$ cat config.mk
export PLATFORM = sky130hd
export DESIGN_NAME = a_format_decoder_flat
export DESIGN_NICKNAME = d
export VERILOG_FILES = /design/src/rtl/a_format_decoder_pkg.sv /design/src/rtl/a_format_decoder_if.sv /design/src/rtl/a_form_xo_lookup.sv /design/src/rtl/a_format_decoder.sv /design/src/flat_wrapper.sv
export SDC_FILE = /design/constraint.sdc
export NUM_CORES = 1
export LEC_CHECK = 0
export ABC_CLOCK_PERIOD_IN_PS = 1000
export BUFFER_PORTS_ARGS = -buffer_cell sky130_fd_sc_hd__buf_2
export CAP_MARGIN = 40
export CORE_AREA = 2 2 177 179
export CTS_CLUSTER_DIAMETER = 200
export CTS_CLUSTER_SIZE = 25
export DETAILED_ROUTE_END_ITERATION = 12
export DIE_AREA = 0 0 179 181
export HOLD_SLACK_MARGIN = 0.02
export PLACE_DENSITY_LB_ADDON = 0.25
export SYNTH_ARGS = -nofsm -noshare
export SYNTH_HDL_FRONTEND = slang
export SYNTH_SLANG_ARGS = --single-unit
export TNS_END_PERCENT = 30
$ cat constraint.sdc
create_clock -name clock_i -period 1 [get_ports clock_i]
set_input_delay 0.15 -clock clock_i [delete_from_list [all_inputs] [get_ports clock_i]]
set_output_delay 0.15 -clock clock_i [all_outputs]
set_load 0.01 [all_outputs]
$ cat src/rtl/a_format_decoder_pkg.sv
// Shared constants and types for the PowerPC A-form decoder.
// Instruction bit k (big-endian, bit 0 = MSB) lives at vector index 31-k.
package a_format_decoder_pkg;

  localparam int ADDR_W    = 64;
  localparam int INST_W    = 32;
  localparam int PID_W     = 20;
  localparam int TID_W     = 16;
  localparam int MAJ_ID_W  = 64;
  localparam int MIN_ID_W  = 7;
  localparam int OPCODE_W  = 12;
  localparam int PRIM_OP_W = 6;
  localparam int REG_W     = 5;
  localparam int RW_W      = 2;
  localparam int FU_W      = 3;
  localparam int FMT_W     = 26;
  localparam int BODY_W    = 21;

  localparam logic [FU_W-1:0] FX_UNIT_ID = 3'd0;
  localparam logic [FU_W-1:0] FP_UNIT_ID = 3'd1;

  localparam logic [RW_W-1:0] REG_NONE  = 2'b00;
  localparam logic [RW_W-1:0] REG_READ  = 2'b10;
  localparam logic [RW_W-1:0] REG_WRITE = 2'b01;

  localparam logic [FMT_W-1:0] FMT_A = 26'd2;

  localparam logic [PRIM_OP_W-1:0] OP_31 = 6'd31;
  localparam logic [PRIM_OP_W-1:0] OP_59 = 6'd59;
  localparam logic [PRIM_OP_W-1:0] OP_63 = 6'd63;

  localparam logic [REG_W-1:0] XO_ISEL    = 5'd15;
  localparam logic [REG_W-1:0] XO_FDIV    = 5'd18;
  localparam logic [REG_W-1:0] XO_FSUB    = 5'd20;
  localparam logic [REG_W-1:0] XO_FADD    = 5'd21;
  localparam logic [REG_W-1:0] XO_FSQRT   = 5'd22;
  localparam logic [REG_W-1:0] XO_FSEL    = 5'd23;
  localparam logic [REG_W-1:0] XO_FRE     = 5'd24;
  localparam logic [REG_W-1:0] XO_FMUL    = 5'd25;
  localparam logic [REG_W-1:0] XO_FRSQRTE = 5'd26;
  localparam logic [REG_W-1:0] XO_FMSUB   = 5'd28;
  localparam logic [REG_W-1:0] XO_FMADD   = 5'd29;
  localparam logic [REG_W-1:0] XO_FNMSUB  = 5'd30;
  localparam logic [REG_W-1:0] XO_FNMADD  = 5'd31;

  // is_reg[3] belongs to op1, is_reg[0] to op4
  typedef struct packed {
    logic            valid;
    logic [FU_W-1:0] unit;
    logic [RW_W-1:0] rw1;
    logic [RW_W-1:0] rw2;
    logic [RW_W-1:0] rw3;
    logic [RW_W-1:0] rw4;
    logic [3:0]      is_reg;
  } xo_info_t;

endpackage

$ cat src/rtl/a_format_decoder_if.sv
// Decoder bus: instruction-in side plus registered decode-out side.
interface a_format_decoder_if;
  import a_format_decoder_pkg::*;

  logic                 enable_i;
  logic                 stall_i;
  logic [FMT_W-1:0]     instFormat_i;
  logic [PRIM_OP_W-1:0] instructionOpcode_i;
  logic [INST_W-1:0]    instruction_i;
  logic [ADDR_W-1:0]    instructionAddress_i;
  logic                 is64Bit_i;
  logic [PID_W-1:0]     instructionPid_i;
  logic [TID_W-1:0]     instructionTid_i;
  logic [MAJ_ID_W-1:0]  instructionMajId_i;

  logic                 enable_o;
  logic [OPCODE_W-1:0]  opcode_o;
  logic [FU_W-1:0]      functionalUnitType_o;
  logic [ADDR_W-1:0]    instructionAddress_o;
  logic                 is64Bit_o;
  logic [PID_W-1:0]     instPid_o;
  logic [TID_W-1:0]     instTid_o;
  logic [MAJ_ID_W-1:0]  instMajId_o;
  logic [MIN_ID_W-1:0]  instMinId_o;
  logic [RW_W-1:0]      op1rw_o;
  logic [RW_W-1:0]      op2rw_o;
  logic [RW_W-1:0]      op3rw_o;
  logic [RW_W-1:0]      op4rw_o;
  logic                 op1IsReg_o;
  logic                 op2IsReg_o;
  logic                 op3IsReg_o;
  logic                 op4IsReg_o;
  logic [BODY_W-1:0]    instructionBody_o;

  modport slave (
    input  enable_i, stall_i, instFormat_i, instructionOpcode_i, instruction_i,
           instructionAddress_i, is64Bit_i, instructionPid_i, instructionTid_i,
           instructionMajId_i,
    output enable_o, opcode_o, functionalUnitType_o, instructionAddress_o, is64Bit_o,
           instPid_o, instTid_o, instMajId_o, instMinId_o, op1rw_o, op2rw_o, op3rw_o,
           op4rw_o, op1IsReg_o, op2IsReg_o, op3IsReg_o, op4IsReg_o, instructionBody_o
  );

  modport master (
    output enable_i, stall_i, instFormat_i, instructionOpcode_i, instruction_i,
           instructionAddress_i, is64Bit_i, instructionPid_i, instructionTid_i,
           instructionMajId_i,
    input  enable_o, opcode_o, functionalUnitType_o, instructionAddress_o, is64Bit_o,
           instPid_o, instTid_o, instMajId_o, instMinId_o, op1rw_o, op2rw_o, op3rw_o,
           op4rw_o, op1IsReg_o, op2IsReg_o, op3IsReg_o, op4IsReg_o, instructionBody_o
  );

endinterface

$ cat src/rtl/a_form_xo_lookup.sv
// Combinational {primary opcode, XO} -> {valid, unit, operand usage} table.
// FP entries (opcodes 59/63) exist only when AFORMAT_FP_EN is defined.
module a_form_xo_lookup
  import a_format_decoder_pkg::*;
(
  input  logic [PRIM_OP_W-1:0] i_prim_op,
  input  logic [REG_W-1:0]     i_xo,
  output xo_info_t             o_info
);

`ifdef AFORMAT_FP_EN
  logic       w_fp_valid;
  logic [3:0] w_fp_use;

  // op1 (FRT) is always written; the mask says which of FRA/FRB/FRC are read
  always_comb begin
    w_fp_valid = 1'b1;
    w_fp_use   = 4'b0000;
    case (i_xo)
      XO_FDIV, XO_FSUB, XO_FADD:      w_fp_use = 4'b1110;
      XO_FSQRT, XO_FRE, XO_FRSQRTE:   w_fp_use = 4'b1010;
      XO_FMUL:                        w_fp_use = 4'b1101;
      XO_FMSUB, XO_FMADD,
      XO_FNMSUB, XO_FNMADD:           w_fp_use = 4'b1111;
      XO_FSEL: begin
        w_fp_use   = 4'b1111;
        w_fp_valid = (i_prim_op == OP_63);
      end
      default:                        w_fp_valid = 1'b0;
    endcase
  end
`endif

  always_comb begin
    o_info = '0;
    if (i_prim_op == OP_31 && i_xo == XO_ISEL) begin
      o_info.valid  = 1'b1;
      o_info.unit   = FX_UNIT_ID;
      o_info.rw1    = REG_WRITE;
      o_info.rw2    = REG_READ;
      o_info.rw3    = REG_READ;
      // BC names a CR bit, so it is read but is not a GPR
      o_info.rw4    = REG_READ;
      o_info.is_reg = 4'b1110;
`ifdef AFORMAT_FP_EN
    end else if ((i_prim_op == OP_59 || i_prim_op == OP_63) && w_fp_valid) begin
      o_info.valid  = 1'b1;
      o_info.unit   = FP_UNIT_ID;
      o_info.rw1    = REG_WRITE;
      o_info.rw2    = w_fp_use[2] ? REG_READ : REG_NONE;
      o_info.rw3    = w_fp_use[1] ? REG_READ : REG_NONE;
      o_info.rw4    = w_fp_use[0] ? REG_READ : REG_NONE;
      o_info.is_reg = w_fp_use;
`endif
    end
  end

endmodule

$ cat src/rtl/a_format_decoder.sv
// A-form decode stage: one register stage behind the XO lookup table.
// Build with AFORMAT_FP_EN defined to decode the FP A-form instructions too.
module a_format_decoder
  import a_format_decoder_pkg::*;
(
  input  logic                clock_i,
  input  logic                reset_i,
  a_format_decoder_if.slave   dec_if
);

  logic [REG_W-1:0]    w_xo;
  xo_info_t            w_info;

  logic                r_enable;
  logic [OPCODE_W-1:0] r_opcode;
  logic [FU_W-1:0]     r_unit;
  logic [RW_W-1:0]     r_rw1, r_rw2, r_rw3, r_rw4;
  logic [3:0]          r_is_reg;
  logic [BODY_W-1:0]   r_body;
  logic [ADDR_W-1:0]   r_addr;
  logic                r_is64;
  logic [PID_W-1:0]    r_pid;
  logic [TID_W-1:0]    r_tid;
  logic [MAJ_ID_W-1:0] r_maj_id;

  // Big-endian bits 26..30 map to indices 5..1
  assign w_xo = dec_if.instruction_i[5:1];

  a_form_xo_lookup u_lookup (
    .i_prim_op (dec_if.instructionOpcode_i),
    .i_xo      (w_xo),
    .o_info    (w_info)
  );

  always_ff @(posedge clock_i or negedge reset_i) begin
    if (!reset_i) begin
      r_enable <= 1'b0;
      r_opcode <= '0;
      r_unit   <= '0;
      r_rw1    <= '0;
      r_rw2    <= '0;
      r_rw3    <= '0;
      r_rw4    <= '0;
      r_is_reg <= '0;
      r_body   <= '0;
      r_addr   <= '0;
      r_is64   <= 1'b0;
      r_pid    <= '0;
      r_tid    <= '0;
      r_maj_id <= '0;
    end else if (!dec_if.stall_i) begin
      r_enable <= dec_if.enable_i && (dec_if.instFormat_i == FMT_A) && w_info.valid;
      r_opcode <= {dec_if.instructionOpcode_i, w_xo, 1'b0};
      r_unit   <= w_info.unit;
      r_rw1    <= w_info.rw1;
      r_rw2    <= w_info.rw2;
      r_rw3    <= w_info.rw3;
      r_rw4    <= w_info.rw4;
      r_is_reg <= w_info.is_reg;
      // Bits 6..25 (operand fields) followed by Rc
      r_body   <= {dec_if.instruction_i[25:6], dec_if.instruction_i[0]};
      r_addr   <= dec_if.instructionAddress_i;
      r_is64   <= dec_if.is64Bit_i;
      r_pid    <= dec_if.instructionPid_i;
      r_tid    <= dec_if.instructionTid_i;
      r_maj_id <= dec_if.instructionMajId_i;
    end
  end

  assign dec_if.enable_o             = r_enable;
  assign dec_if.opcode_o             = r_opcode;
  assign dec_if.functionalUnitType_o = r_unit;
  assign dec_if.op1rw_o              = r_rw1;
  assign dec_if.op2rw_o              = r_rw2;
  assign dec_if.op3rw_o              = r_rw3;
  assign dec_if.op4rw_o              = r_rw4;
  assign dec_if.op1IsReg_o           = r_is_reg[3];
  assign dec_if.op2IsReg_o           = r_is_reg[2];
  assign dec_if.op3IsReg_o           = r_is_reg[1];
  assign dec_if.op4IsReg_o           = r_is_reg[0];
  assign dec_if.instructionBody_o    = r_body;
  assign dec_if.instructionAddress_o = r_addr;
  assign dec_if.is64Bit_o            = r_is64;
  assign dec_if.instPid_o            = r_pid;
  assign dec_if.instTid_o            = r_tid;
  assign dec_if.instMajId_o          = r_maj_id;
  assign dec_if.instMinId_o          = '0;

endmodule

$ cat src/flat_wrapper.sv
// flat-port wrapper written by rule: the top's interface ports become plain ports
module a_format_decoder_flat import a_format_decoder_pkg::*;
  (clock_i, reset_i, dec_if_enable_i, dec_if_stall_i, dec_if_instFormat_i, dec_if_instructionOpcode_i, dec_if_instruction_i, dec_if_instructionAddress_i, dec_if_is64Bit_i, dec_if_instructionPid_i, dec_if_instructionTid_i, dec_if_instructionMajId_i, dec_if_enable_o, dec_if_opcode_o, dec_if_functionalUnitType_o, dec_if_instructionAddress_o, dec_if_is64Bit_o, dec_if_instPid_o, dec_if_instTid_o, dec_if_instMajId_o, dec_if_instMinId_o, dec_if_op1rw_o, dec_if_op2rw_o, dec_if_op3rw_o, dec_if_op4rw_o, dec_if_op1IsReg_o, dec_if_op2IsReg_o, dec_if_op3IsReg_o, dec_if_op4IsReg_o, dec_if_instructionBody_o);
  a_format_decoder_if dec_if_i ();
  input  logic clock_i;
  input  logic reset_i;
  input wire logic [$bits(dec_if_i.enable_i)-1:0] dec_if_enable_i;
  input wire logic [$bits(dec_if_i.stall_i)-1:0] dec_if_stall_i;
  input wire logic [$bits(dec_if_i.instFormat_i)-1:0] dec_if_instFormat_i;
  input wire logic [$bits(dec_if_i.instructionOpcode_i)-1:0] dec_if_instructionOpcode_i;
  input wire logic [$bits(dec_if_i.instruction_i)-1:0] dec_if_instruction_i;
  input wire logic [$bits(dec_if_i.instructionAddress_i)-1:0] dec_if_instructionAddress_i;
  input wire logic [$bits(dec_if_i.is64Bit_i)-1:0] dec_if_is64Bit_i;
  input wire logic [$bits(dec_if_i.instructionPid_i)-1:0] dec_if_instructionPid_i;
  input wire logic [$bits(dec_if_i.instructionTid_i)-1:0] dec_if_instructionTid_i;
  input wire logic [$bits(dec_if_i.instructionMajId_i)-1:0] dec_if_instructionMajId_i;
  output wire logic [$bits(dec_if_i.enable_o)-1:0] dec_if_enable_o;
  output wire logic [$bits(dec_if_i.opcode_o)-1:0] dec_if_opcode_o;
  output wire logic [$bits(dec_if_i.functionalUnitType_o)-1:0] dec_if_functionalUnitType_o;
  output wire logic [$bits(dec_if_i.instructionAddress_o)-1:0] dec_if_instructionAddress_o;
  output wire logic [$bits(dec_if_i.is64Bit_o)-1:0] dec_if_is64Bit_o;
  output wire logic [$bits(dec_if_i.instPid_o)-1:0] dec_if_instPid_o;
  output wire logic [$bits(dec_if_i.instTid_o)-1:0] dec_if_instTid_o;
  output wire logic [$bits(dec_if_i.instMajId_o)-1:0] dec_if_instMajId_o;
  output wire logic [$bits(dec_if_i.instMinId_o)-1:0] dec_if_instMinId_o;
  output wire logic [$bits(dec_if_i.op1rw_o)-1:0] dec_if_op1rw_o;
  output wire logic [$bits(dec_if_i.op2rw_o)-1:0] dec_if_op2rw_o;
  output wire logic [$bits(dec_if_i.op3rw_o)-1:0] dec_if_op3rw_o;
  output wire logic [$bits(dec_if_i.op4rw_o)-1:0] dec_if_op4rw_o;
  output wire logic [$bits(dec_if_i.op1IsReg_o)-1:0] dec_if_op1IsReg_o;
  output wire logic [$bits(dec_if_i.op2IsReg_o)-1:0] dec_if_op2IsReg_o;
  output wire logic [$bits(dec_if_i.op3IsReg_o)-1:0] dec_if_op3IsReg_o;
  output wire logic [$bits(dec_if_i.op4IsReg_o)-1:0] dec_if_op4IsReg_o;
  output wire logic [$bits(dec_if_i.instructionBody_o)-1:0] dec_if_instructionBody_o;
  assign dec_if_i.enable_i = dec_if_enable_i;
  assign dec_if_i.stall_i = dec_if_stall_i;
  assign dec_if_i.instFormat_i = dec_if_instFormat_i;
  assign dec_if_i.instructionOpcode_i = dec_if_instructionOpcode_i;
  assign dec_if_i.instruction_i = dec_if_instruction_i;
  assign dec_if_i.instructionAddress_i = dec_if_instructionAddress_i;
  assign dec_if_i.is64Bit_i = dec_if_is64Bit_i;
  assign dec_if_i.instructionPid_i = dec_if_instructionPid_i;
  assign dec_if_i.instructionTid_i = dec_if_instructionTid_i;
  assign dec_if_i.instructionMajId_i = dec_if_instructionMajId_i;
  assign dec_if_enable_o = dec_if_i.enable_o;
  assign dec_if_opcode_o = dec_if_i.opcode_o;
  assign dec_if_functionalUnitType_o = dec_if_i.functionalUnitType_o;
  assign dec_if_instructionAddress_o = dec_if_i.instructionAddress_o;
  assign dec_if_is64Bit_o = dec_if_i.is64Bit_o;
  assign dec_if_instPid_o = dec_if_i.instPid_o;
  assign dec_if_instTid_o = dec_if_i.instTid_o;
  assign dec_if_instMajId_o = dec_if_i.instMajId_o;
  assign dec_if_instMinId_o = dec_if_i.instMinId_o;
  assign dec_if_op1rw_o = dec_if_i.op1rw_o;
  assign dec_if_op2rw_o = dec_if_i.op2rw_o;
  assign dec_if_op3rw_o = dec_if_i.op3rw_o;
  assign dec_if_op4rw_o = dec_if_i.op4rw_o;
  assign dec_if_op1IsReg_o = dec_if_i.op1IsReg_o;
  assign dec_if_op2IsReg_o = dec_if_i.op2IsReg_o;
  assign dec_if_op3IsReg_o = dec_if_i.op3IsReg_o;
  assign dec_if_op4IsReg_o = dec_if_i.op4IsReg_o;
  assign dec_if_instructionBody_o = dec_if_i.instructionBody_o;
  a_format_decoder u_core (.clock_i(clock_i), .reset_i(reset_i), .dec_if(dec_if_i));
endmodule
Word-level counts from Yosys, hierarchy flattened. Cells that the tools add are included.

Register bits: 213. Bits of input ports: 233. Output and inout port bits: 221. Word-level logic and storage cells: 21.

Equality and inequality tests: 3. Multiplexer cells: 1. Reduce and logical (&&, ||, !) cells: 3.

Operators with widths (count): equality test 26 x 2 -> 1 bit (second input constant) (1); two-way mux 16 bit (1); equality test 6 x 5 -> 1 bit (second input constant) (1); equality test 5 x 4 -> 1 bit (second input constant) (1); logical AND 1 bit (3).

Depth between registers and ports, before layout. Gate-level depths: netlist of run 1.

Depth after elaboration: 4. Depth in mapped cells: 5. Mapped depth without buffers: 3.

By module. Synthesis of run 1 repeated with hierarchy kept, for this count alone.

Cell total of the unflattened synthesis: 490. Area total of the unflattened synthesis: 8249.2 um2.

Modules (own cells, without submodules): a_format_decoder (instances 1, cells an instance 470, area an instance 8100.3 um2, sequential area each 5330.1 um2); a_form_xo_lookup (instances 1, cells an instance 20, area an instance 148.9 um2, sequential area each 0.0 um2).

Least setup slack after synthesis of run 1. OpenSTA, ideal clock, no wires.

Path type: input-to-reg. Start point: input port dec_if_stall_i. End point: register u_core.r_maj_id[47] (netlist: u_core.dec_if.instMajId_o[47]). Library setup time: 0.125 ns. Arrival: 1.009 ns. Required time: 0.875 ns. Setup slack: -0.133 ns. Cell stages on the path: 4. Buffers on the path: 3. Path through: buf_2 -> buf_2 -> buf_4 -> mux2_2.

RTL lines: start: declaration (line flat_wrapper.sv:8) `input wire logic [$bits(dec_if_i.stall_i)-1:0] dec_if_stall_i;`; end signal: assignment (line a_format_decoder.sv:66) `r_maj_id <= dec_if.instructionMajId_i;`; end: declaration (line a_format_decoder.sv:24) `logic [MAJ_ID_W-1:0] r_maj_id;`.

No word-level cell between the ends.

==> results.toml, run 1 <==
[setup_path]
cp_top_family = "flip-flops"
path_class = "flop to output pin"
critical_path_peak_fanout = 8
critPathMaxStageDelay_ns = 0.45
start_kind = "flop"
critPathCaptureType = "output pin"
worstPathRequired_ns = 0.85
cp_slowest_cell = "dfrtp_2"
cp_num_buf_inv = 1
crit_chain = "buf_2"
arrival_ns = 1.05

[synth]
synth_ff_type = "dfrtp_1"
synth_cells = 460
synth_cell_types = 15
synthTopCellsByArea = "dfrtp_1, mux2_2, buf_4"
synth-seq-area-share = 0.6549
ys_seq_elements = 199
synth_top_area_frac = 0.6549
synth_area_leader_cell = "dfrtp_1"
yosysMostFrequentCell = "dfrtp_1"
async_flop_share = 1.000
syn_area_per_cell_sq_um = 16.53
synth_edf_count = 0
ys_warn_count = 0
netlist_top_cells_count = "dfrtp_1, mux2_2, buf_4"
synth_area_sq_um = 7604

[layout]
finalNetCount = 1356
syn_to_final_growth_pct = 79.51
antenna_cells = 0
fillers = 2738
utilization = 0.4497
fin_area_sq_um = 13650
instances_no_fill = 1532
drive_gt1_frac = 0.6241

[routing]
drc = 0
routed_wl_um = 23030
wire_per_inst_um = 15.04
vias = 6277
drtIter0Drc = 154
drt-pass1-iter-count = 4
ant_nets = 0
vias_per_cell = 4.097

[power_and_ir_drop]
p_leak_nw = 6.469
finalPower_mw = 20.53
power.density_nw_per_um2 = 1504
ir_drop_mv = 1.106

[cts]
cts_hold_buf = 196
cts_max_path_buffers = 2
clkTransAtPathRegs_ns = 0.08
clock_latency_ns = 0.44
cts.sinks = 199
cts_inserted_buffers = 17
clockRootBuffer = "clkbuf_16"
htreeDepth = 4
cts_tree = "done"

[placement]
gp_congestion = 0.7690
numPlacedInstances = 1298
pre_cts_ws_ns = -0.2065
place_area_sq_um = 10500
dpl.hpwl_um = 16420
io_buffers = 431

[global_route]
antenna_found_initial = 0
grt-ovfl-total = 0
grt_pass1_vias = 6848
grt_pass1_wl_um = 35470
grt_max_degree = 62
grt_use_total = 0.1407

[timing]
setup_ws_ns = -0.2001
fin_crit_ns = 1.200
tns_ns = -23.37
post-route-period-util = 1.200
timing.fmax_mhz = 833.2
worst_hold_slack_ns = 0.002590
fin_skew_ns = 0
setup_violations = 205
slew_violations = 0
rsz0062_at_grt = "true"
finalHoldViolCount = 0

[worst_hold_path]
hold_path_class = "primary input to flop"

[floorplanning]
die_area_sq_um = 32400
die_w_um = 179
core_region_area_sq_um = 30350
rows = 64
io_pins = 454
initial_core_util = 0.2505
die-height_um = 181

[outcome]
violations = "negative setup slack"
outcome = "finished, violations left"

[run]
drv_cap = 0
==> layout by cell type, fill, tap and decap left out, types with 4 or more instances in the layout <==
master and instances:
buf_4 34, mux2_2 196, dlygate4sd3_1 196, buf_12 12, buf_2 342, nand2_1 6, buf_6 88, nor4_1 4
dfrtp_1 198, clkbuf_16 17, inv_6 5, conb_1 16
==> final cells by class <==
type	instances	area (sq um)	area share
Multi-Input combinational cell	232	2409	0.1765
Clock inverter	14	161.4	0.01183
Tap cell	396	495.5	0.03630
Clock buffer	18	429.2	0.03144
Sequential cell	199	4981	0.3649
Timing Repair Buffer	673	5174	0.3790
==> metal layers <==
metal	wire length [um]	vias to the layer above	GRT usage
li1	-	2899	-
met1	8829	3072	0.1549
met2	11650	267	0.2465
met3	1898	39	0.04440
met4	657	0	0.06081
met5	0	-	0
==> where the power goes <==
| part | leakage, nW | switching [mW] | total [mW] | internal (mW) |
|---|---|---|---|---|
| Sequential | 2.33 | 0.458 | 9.30 | 8.84 |
| Clock | 0.282 | 3.39 | 6.95 | 3.56 |
| Combinational | 3.86 | 1.65 | 4.28 | 2.63 |
==> path summary, 6_finish.rpt <==
path / from / endpoint / slack [ns] / depth (start not counted)
hold / removal: dec_if_instFormat_i[25] / u_core.dec_if.enable_o / 0.003 / 4
setup / recovery: u_core.r_is_reg[2] / dec_if_op1IsReg_o / -0.20 / 1
min in group asynchronous: reset_i / u_core.dec_if.instructionAddress_o[56] / 0.12 / 2
hold reg to reg: u_core.dec_if.instTid_o[10] / u_core.dec_if.instTid_o[10] / 0.50 / 1
max in group asynchronous: reset_i / u_core.dec_if.instPid_o[19] / 0.28 / 3
setup reg to reg: u_core.dec_if.instPid_o[0] / u_core.dec_if.instPid_o[0] / 0.10 / 2
==> kinds of logic after synthesis <==
logic type,share of synthesized area
AO/OA/AOI/OAI,0.001645
flip-flops,0.6549
other,0.0004932
multiplexers,0.2903
AND/OR/NAND/NOR,0.01613
buffers and inverters,0.03653
==> repair_timing <==
action,in CTS,in global routing
gates resized for setup,51,46
setup endpoints to repair,205,206
buffers inserted,2,4
endpoints found under the hold margin,394,1
Note: power is estimated with default switching activity, not from simulation.
==> inputs of run 2 (changes only) <==
--- a/config.mk
+++ b/config.mk
@@ -14,8 +14,6 @@
 export DETAILED_ROUTE_END_ITERATION = 12
 export DIE_AREA = 0 0 179 181
 export HOLD_SLACK_MARGIN = 0.02
-export PLACE_DENSITY_LB_ADDON = 0.25
 export SYNTH_ARGS = -nofsm -noshare
 export SYNTH_HDL_FRONTEND = slang
 export SYNTH_SLANG_ARGS = --single-unit
-export TNS_END_PERCENT = 30
==> run 2 against run 1 <==
Compared with the run above: the run still ends with negative setup slack left; count of clock-buffer cells in the layout unchanged; sequential share of layout area down 0.53 points; global-route usage up 0.52 points; largest power group unchanged.
==> results.toml, run 2 (synthesis gave the netlist of run 1 again) <==
[placement]
numPlacedInstances = 1307
pre_cts_ws_ns = -0.2031
dpl.hpwl_um = 16830
io_buffers = 431
place_area_sq_um = 10580
gp_congestion = 0.8368

[floorplanning]
die_w_um = 179
rows = 64
initial_core_util = 0.2505
die_area_sq_um = 32400
die-height_um = 181
io_pins = 454
core_region_area_sq_um = 30350

[timing]
worst_hold_slack_ns = 0.009896
timing.fmax_mhz = 826.7
tns_ns = -21.73
finalHoldViolCount = 0
slew_violations = 0
setup_ws_ns = -0.2097
rsz0062_at_grt = "true"
post-route-period-util = 1.210
setup_violations = 207
fin_skew_ns = 0
fin_crit_ns = 1.210

[cts]
cts_inserted_buffers = 17
clock_latency_ns = 0.43
clockRootBuffer = "clkbuf_16"
cts.sinks = 199
clkTransAtPathRegs_ns = 0.07
cts_max_path_buffers = 2
htreeDepth = 4
cts_tree = "done"

[global_route]
grt_use_total = 0.1459
grt_max_degree = 35
antenna_found_initial = 0
grt_pass1_wl_um = 36370
grt-ovfl-total = 0
grt_pass1_vias = 7016

[setup_path]
path_class = "flop to output pin"
cp_slowest_cell = "dfrtp_2"
crit_chain = "buf_2"
critPathCaptureType = "output pin"
startpoint = "u_core.r_is_reg[2]"
r2r_slack_ns = -0.02
arrival_ns = 1.06
reg2reg_from = "u_core.dec_if.instructionAddress_o[51]"
rr_endpoint = "u_core.dec_if.instructionAddress_o[51]"
cp_num_buf_inv = 1
worstPathRequired_ns = 0.85
start_kind = "flop"
rr_worst_depth = 3
cp_top_family = "flip-flops"
critical_path_peak_fanout = 8
critPathMaxStageDelay_ns = 0.47

[run]
drv_cap = 0

[routing]
drtIter0Drc = 104
vias = 6373
drt-pass1-iter-count = 4
ant_nets = 0
wire_per_inst_um = 15.93
routed_wl_um = 24700
vias_per_cell = 4.109
drc = 0

[outcome]
outcome = "finished, violations left"
violations = "negative setup slack"

[power_and_ir_drop]
power.density_nw_per_um2 = 1488
ir_drop_mv = 0.8109
p_leak_nw = 6.584

[layout]
drive_gt1_frac = 0.6312
multi_input_area_sq_um = 2421
fin_area_sq_um = 13850
finalNetCount = 1375
final_cell_mix = "buf_2, dfrtp_1, mux2_2, dlygate4sd3_1, buf_6"
fillers = 2640
antenna_cells = 0
regArea_sq_um = 4981
instances_no_fill = 1551
syn_to_final_growth_pct = 82.15
final_common_cell = "buf_2"

[worst_hold_path]
holdPathStages = 4
worst_hold_startpoint = "dec_if_instFormat_i[21]"
hold_path_class = "primary input to flop"
holdPathEnd = "u_core.dec_if.enable_o"
run 2: changes by cell type in the layout (fill, tap and decap cells not counted), sizes merged:
| cell | delta |
|---|---|
| inv | -2 |
| buf | +20 |
| dlygate4sd3 | -1 |
| clkinv | +2 |
run 2: per-layer routing:
layer / vias up / global-route usage / share of wire
met3: 27 / 0.05366 / 0.095
met4: 0 / 0.04878 / 0.020
li1: 2943 / - / -
met1: 3108 / 0.1508 / 0.37
met5: - / 0 / 0
met2: 295 / 0.2682 / 0.52
run 2: power breakdown:
part           switching (mW)  total [mW]  internal, mW
Combinational            1.72        4.48          2.75
Clock                    3.29        6.80          3.51
Sequential              0.487        9.33          8.84
run 2: stage by stage:
step | total power, mW | utilization
4_1_cts | 20.53 | 0.4429
2_1_floorplan | 10.85 | -
5_1_grt | 21.68 | 0.4563
3_3_place_gp | 12.63 | 0.3486
6_report | 20.61 | 0.4563
3_5_place_dp | 12.70 | 0.3486
run 2: layout make-up:
| class | instances | share of cell area |
|---|---|---|
| repair buffers | 692 | 0.3885 |
| flip-flops and latches | 199 | 0.3597 |
| multi-input cells | 232 | 0.1748 |
| well taps | 396 | 0.03578 |
| clock buffers | 18 | 0.03099 |
| clock inverters | 14 | 0.01030 |
run 2: worst max path at each step:
stage          slack, ns  cells after the start                      to
2_1_floorplan      -0.05                      3  u_core.dec_if.enable_o
3_5_place_dp       -0.20                      4  u_core.dec_if.enable_o
6_report           -0.21                      1       dec_if_op3rw_o[1]
4_1_cts            -0.22                      1       dec_if_op3rw_o[1]
5_1_grt            -0.26                      1       dec_if_op3rw_o[1]
3_3_place_gp       -0.26                      4  u_core.dec_if.enable_o
run 2: timing repair:
| item | CTS | global route |
|---|---|---|
| pin swaps | 0 | 2 |
| setup endpoints to repair | 205 | 206 |
| hold buffers | 193 | 2 |
| buffers inserted | 9 | 8 |
| hold endpoints to repair | 391 | 1 |
| resized for setup | 53 | 54 |
